<file path="config.mk">
export PLATFORM = sky130hd
export DESIGN_NAME = engine_match_collector
export DESIGN_NICKNAME = d
export VERILOG_FILES = /design/src/rtl/payload_engine_pkg.sv /design/src/rtl/match_prio_enc.sv /design/src/rtl/engine_match_collector.sv
export SDC_FILE = /design/constraint.sdc
export NUM_CORES = 1
export LEC_CHECK = 0
export ABC_AREA = 1
export BUFFER_PORTS_ARGS = -buffer_cell sky130_fd_sc_hd__clkbuf_2
export CORE_MARGIN = 1.5
export CORE_UTILIZATION = 58
export DETAILED_ROUTE_END_ITERATION = 12
export GPL_TIMING_DRIVEN = 0
export PLACE_DENSITY = 0.9
export SLEW_MARGIN = 20
export SYNTH_ARGS = -nofsm -noshare
export SYNTH_HDL_FRONTEND = slang
export SYNTH_SLANG_ARGS = --single-unit
</file>
<file path="constraint.sdc">
create_clock -name clk -period 7.1 [get_ports clk]
set_input_delay 1.065 -clock clk [delete_from_list [all_inputs] [get_ports clk]]
set_output_delay 1.065 -clock clk [all_outputs]
set_load 0.01 [all_outputs]
</file>
<file path="src/rtl/payload_engine_pkg.sv">
// payload_engine_pkg: shared defaults and collector state encoding
package payload_engine_pkg;
  localparam int NUM_ENGINES_DEF = 32;
  localparam int PKT_ID_W_DEF = 16;
  typedef enum logic [1:0] {S_IDLE, S_WAIT, S_SCAN, S_EMIT} col_state_e;
endpackage

</file>
<file path="src/rtl/match_prio_enc.sv">
// match_prio_enc: lowest-set-bit index and single-bit flag of a match mask
module match_prio_enc #(
  parameter int W = 32,
  localparam int IW = W > 1 ? $clog2(W) : 1
) (
  input  logic [W-1:0]  mask,
  output logic [IW-1:0] idx,
  output logic          one_hot
);
  always_comb begin
    idx = '0;
    for (int i = W - 1; i >= 0; i--) if (mask[i]) idx = IW'(i);
  end
  assign one_hot = (mask != '0) && ((mask & (mask - W'(1))) == '0);
endmodule

</file>
<file path="src/rtl/engine_match_collector.sv">
// engine_match_collector: snapshots engine matches after eop and reports them in ascending order
module engine_match_collector
  import payload_engine_pkg::*;
#(
  parameter int NUM_ENGINES = NUM_ENGINES_DEF,
  parameter int PKT_ID_W = PKT_ID_W_DEF,
  parameter int MATCH_LAT = 2,
  localparam int IW = NUM_ENGINES > 1 ? $clog2(NUM_ENGINES) : 1
) (
  input  logic                   clk,
  input  logic                   rst,
  input  logic                   en,
  input  logic                   sod,
  input  logic                   eop,
  input  logic [PKT_ID_W-1:0]    pkt_id,
  input  logic [NUM_ENGINES-1:0] eng_out,
  output logic                   rpt_valid,
  input  logic                   rpt_ready,
  output logic [IW-1:0]          rpt_engine,
  output logic [PKT_ID_W-1:0]    rpt_pkt_id,
  output logic                   rpt_last,
  output logic                   pkt_done,
  output logic [15:0]            drop_cnt
);
  localparam int CW = MATCH_LAT > 0 ? $clog2(MATCH_LAT + 1) : 1;
  col_state_e state, nxt;
  logic [NUM_ENGINES-1:0] mask;
  logic [CW-1:0] cnt;
  logic [IW-1:0] idx;
  logic one_hot, cap, hs, unused_sod;
  assign unused_sod = sod;
  match_prio_enc #(.W(NUM_ENGINES)) u_enc (.mask(mask), .idx(idx), .one_hot(one_hot));
  assign cap = state == S_WAIT && (cnt == '0 || (en && cnt == CW'(1)));
  assign hs = state == S_EMIT && rpt_ready;
  always_ff @(posedge clk) begin
    if (rst) state <= S_IDLE;
    else state <= nxt;
  end
  always_comb begin
    nxt = state;
    case (state)
      S_IDLE: nxt = (en && eop) ? S_WAIT : S_IDLE;
      S_WAIT: nxt = cap ? S_SCAN : S_WAIT;
      S_SCAN: nxt = (mask != '0) ? S_EMIT : S_IDLE;
      S_EMIT: nxt = hs ? (one_hot ? S_IDLE : S_SCAN) : S_EMIT;
      default: nxt = S_IDLE;
    endcase
  end
  always_comb begin
    rpt_valid = state == S_EMIT;
    rpt_last = rpt_valid && one_hot;
    rpt_engine = idx;
    pkt_done = (state == S_SCAN && mask == '0) || (hs && one_hot);
  end
  // eop arriving while a packet is in flight is dropped, never queued
  always_ff @(posedge clk) begin
    if (rst) begin
      mask <= '0;
      cnt <= '0;
      rpt_pkt_id <= '0;
      drop_cnt <= '0;
    end else begin
      if (state == S_IDLE && en && eop) begin
        rpt_pkt_id <= pkt_id;
        cnt <= CW'(MATCH_LAT);
      end
      if (state == S_WAIT && en && cnt != '0) cnt <= cnt - CW'(1);
      if (cap) mask <= eng_out;
      if (hs) mask <= mask & ~(NUM_ENGINES'(1) << idx);
      if (state != S_IDLE && en && eop && drop_cnt != 16'hFFFF) drop_cnt <= drop_cnt + 16'd1;
    end
  end
endmodule

</file>
==> flow_metrics.env <==
export IMPL_outcome="finished, final reports clean"
export IMPL_fin_total_pwr_w=0.00144
export IMPL_timing_max_cap_violations=0
export IMPL_cts_htree_levels=3
export IMPL_synth_seq_area_share=0.361
export IMPL_critPathKind="flip-flop to output port"
export IMPL_setup_viol=0
export IMPL_grt_setup_unrepaired="false"
export IMPL_remaining_drc_errors=0
export IMPL_drt_pass1_iterations=7
export IMPL_chipHeight_um=83.6
export IMPL_finish_net_count=721
export IMPL_post_cts_resized=0
export IMPL_crit_arrival_ns=3.14
export IMPL_grt_start_max_net_pins=13
export IMPL_netlist_area_leader_share=0.361
export IMPL_cts_hold_buffers_added=0
export IMPL_post_synth_cell_area_avg_um2=6.71
export IMPL_via_count_of_the_first_global_routing_pass=4136
export IMPL_critical_path_required_ns=6.03
export IMPL_layout_cells_most_common="sky130_fd_sc_hd__nand2_1"
export IMPL_fin_crit_ns=4.21
export IMPL_tightest_slew_ns=0.692
export IMPL_startpoint_type="flip-flop"
export IMPL_routed_wirelength_um=11500
export IMPL_grt_overflow_total=0
export IMPL_drv_slew=0
export IMPL_postSynthRegisterBits=68
export IMPL_power_static_leakage_nw=2.13
export IMPL_critPathCaptureType="output port"
export IMPL_antenna_cells_inserted=0
export IMPL_max_freq_mhz=238
export IMPL_grt_first_pass_wirelength_um=19300
export IMPL_die_area_um2=6990
export IMPL_sum_neg_setup_slack_ns=0
export IMPL_clock_tree_buffer_depth=2
export IMPL_fp_dieW_um=83.6
export IMPL_wl_per_cell_um=15.5
export IMPL_cts_num_sinks=68
export IMPL_io_pins=94
export IMPL_area_growth_syn_to_layout_pct=21.6
export IMPL_number_of_buffers_inserted_by_port_buffering=91
export IMPL_max_slew_margin_rel=0.539
export IMPL_cts_tree="yes"
export IMPL_route_vias_total=4390
export IMPL_clk_pin_slew_ns=0.08
export IMPL_starting_utilization_of_the_core_area=0.597
export IMPL_final_layout_size_suffix_gt1_frac=0.193
export IMPL_avgViaCountPerCell=5.89
export IMPL_hpwl_um=8340
export IMPL_post_synth_top_area_cell="sky130_fd_sc_hd__dfxtp_1"
export IMPL_design_core_area_um2=6310
export IMPL_post_route_cell_area_um2=4580
export IMPL_global_route_total_usage_across_every_layer=0.342
export IMPL_netlist_area_um2=3770
export IMPL_globalplace_congestion=0.988
export IMPL_fin_hold_ws_ns=0.509
export IMPL_clk_latency_ns=0.36
export IMPL_layout_cells_non_filler=745
export IMPL_placement_rows=29
export IMPL_synth_nets=619
export IMPL_final_setup_skew_ns=0.00788
export IMPL_post_synth_inst_count=562
export IMPL_irDropWorstVdd_v=0.000238
export IMPL_drt_iter0_markers=398
export IMPL_hp_class="flip-flop to flip-flop"
export IMPL_grt_antenna_before_repair=0
export IMPL_cts_setup_buffers=0
export IMPL_ctsRootBufferMaster="sky130_fd_sc_hd__clkbuf_8"
export IMPL_multiInputGateArea_um2=2020
export IMPL_power_density_nw_per_um2=314
export IMPL_placed_instance_area_um2=4320
export IMPL_layout_cells_most_common_list="93 x sky130_fd_sc_hd__nand2_1, 92 x sky130_fd_sc_hd__nor2_1, 91 x sky130_fd_sc_hd__clkbuf_2, 70 x sky130_fd_sc_hd__inv_1, 68 x sky130_fd_sc_hd__dfxtp_1"
export IMPL_critPathMaxFanout=5
export IMPL_post_synth_main_area_contributors="sky130_fd_sc_hd__dfxtp_1 36%, sky130_fd_sc_hd__nand2_1 9.3%, sky130_fd_sc_hd__nor2_1 9.2%"
export IMPL_ys_types=36
export IMPL_timing_final_hold_violations=0
export IMPL_finalCritPeriodShare=0.592
export IMPL_antenna_left=0
export IMPL_yosys_warnings=0
export IMPL_layout_area_seq_um2=1360
export IMPL_fillCellCount=517
export IMPL_placed_cells_incl_taps=730
export IMPL_cts_buffers=9
critical path, stage by stage, from the launching register on:
cell	delay (ns)
sky130_fd_sc_hd__dfxtp_1	0.34
sky130_fd_sc_hd__or2_4	0.30
sky130_fd_sc_hd__nor2_8	0.12
sky130_fd_sc_hd__inv_2	0.08
sky130_fd_sc_hd__nor2_8	0.11
sky130_fd_sc_hd__inv_2	0.06
sky130_fd_sc_hd__nor2_4	0.09
sky130_fd_sc_hd__nand2_2	0.08
sky130_fd_sc_hd__nor2_4	0.11
sky130_fd_sc_hd__nand3_2	0.13
sky130_fd_sc_hd__nor2_2	0.16
sky130_fd_sc_hd__nand2_2	0.10
sky130_fd_sc_hd__nor3_2	0.19
sky130_fd_sc_hd__nor2_1	0.10
sky130_fd_sc_hd__nor4_1	0.33
sky130_fd_sc_hd__nand4_1	0.19
sky130_fd_sc_hd__o31ai_1	0.10
sky130_fd_sc_hd__clkbuf_2	0.19
Yosys cell counts:
| library cell | instances |
|---|---|
| sky130_fd_sc_hd__o2111ai_1 | 1 |
| sky130_fd_sc_hd__inv_1 | 70 |
| sky130_fd_sc_hd__nand3_2 | 1 |
| sky130_fd_sc_hd__o21a_1 | 2 |
| sky130_fd_sc_hd__o31ai_1 | 14 |
| sky130_fd_sc_hd__nor2_2 | 1 |
| sky130_fd_sc_hd__buf_1 | 2 |
| sky130_fd_sc_hd__a221oi_1 | 27 |
| sky130_fd_sc_hd__nand4_1 | 11 |
| sky130_fd_sc_hd__nand3b_1 | 1 |
| sky130_fd_sc_hd__clkbuf_1 | 19 |
| sky130_fd_sc_hd__clkinv_1 | 3 |
| sky130_fd_sc_hd__nor4_1 | 6 |
| sky130_fd_sc_hd__inv_2 | 10 |
| sky130_fd_sc_hd__ha_1 | 3 |
| sky130_fd_sc_hd__or2_2 | 1 |
| sky130_fd_sc_hd__nand2_2 | 2 |
| sky130_fd_sc_hd__xor2_1 | 1 |
| sky130_fd_sc_hd__nor3_1 | 19 |
| sky130_fd_sc_hd__nor4_2 | 1 |
| sky130_fd_sc_hd__a21oi_1 | 29 |
| sky130_fd_sc_hd__a311oi_1 | 1 |
| sky130_fd_sc_hd__o21ai_1 | 5 |
| sky130_fd_sc_hd__a211oi_1 | 2 |
| sky130_fd_sc_hd__o21ai_0 | 47 |
| sky130_fd_sc_hd__nor2_1 | 92 |
| sky130_fd_sc_hd__dfxtp_1 | 68 |
| sky130_fd_sc_hd__nand3_1 | 15 |
| sky130_fd_sc_hd__nor2_4 | 3 |
| sky130_fd_sc_hd__nand2_1 | 93 |
| sky130_fd_sc_hd__nor2_8 | 2 |
| sky130_fd_sc_hd__or2_4 | 1 |
| sky130_fd_sc_hd__and3_1 | 1 |
| sky130_fd_sc_hd__a2111oi_0 | 4 |
| sky130_fd_sc_hd__a31oi_1 | 3 |
| sky130_fd_sc_hd__nor3_2 | 1 |
state kept, by name (all words and copies together), names as in the netlist:
register	cells
drop_cnt	16
mask	32
rpt_pkt_id	16
state	2
cnt	2
metrics by stage:
| stage | setup slack (ns) | util |
|---|---|---|
| floorplan | 3.88 | - |
| global placement | 3.34 | 0.685 |
| detailed placement | 3.34 | 0.685 |
| CTS | 2.93 | 0.726 |
| global route | 2.71 | 0.726 |
| finish | 2.89 | 0.726 |
layout make-up:
class                   instances  share of cell area
inverters                      83              0.0680
plain buffers                  21              0.0172
clock buffers                   9              0.0270
flip-flops and latches         68               0.297
well taps                      77              0.0210
repair buffers                 91              0.0993
multi-input cells             390               0.441
clock inverters                 6              0.0300
power by group:
group	switching (W)	internal, W	leakage, nW	total (W)
Clock	0.000161	0.000268	0.129	0.000429
Combinational	0.000360	0.000192	1.44	0.000551
Sequential	0.0000369	0.000424	0.555	0.000461
worst paths after layout:
check | slack [ns] | cells past startpoint | startpoint | end
hold reg to reg | 0.51 | 1 | drop_cnt[4] | drop_cnt[4]
setup reg to reg | 4.25 | 17 | mask[0] | state[1]
hold / removal | 0.51 | 1 | drop_cnt[4] | drop_cnt[4]
setup / recovery | 2.89 | 17 | mask[0] | pkt_done
metal layers:
metal / part of all wire / vias to the layer above / GRT usage / wire length (um)
met3: 0.098 / 45 / 0.0969 / 1130
met5: 0 / - / 0 / 0
met4: 0.038 / 0 / 0.155 / 444
met2: 0.46 / 256 / 0.545 / 5310
li1: - / 2106 / - / -
met1: 0.40 / 1983 / 0.430 / 4650
cell families after synthesis:
family / count (synthesis) / synth area share
buffers and inverters: 104 / 0.104
AND/OR/NAND/NOR: 251 / 0.298
adder cells (fa/ha/maj): 3 / 0.00995
AO/OA/AOI/OAI: 135 / 0.225
flip-flops: 68 / 0.361
XOR/XNOR: 1 / 0.00232
Power figures use the tool's default switching activity.
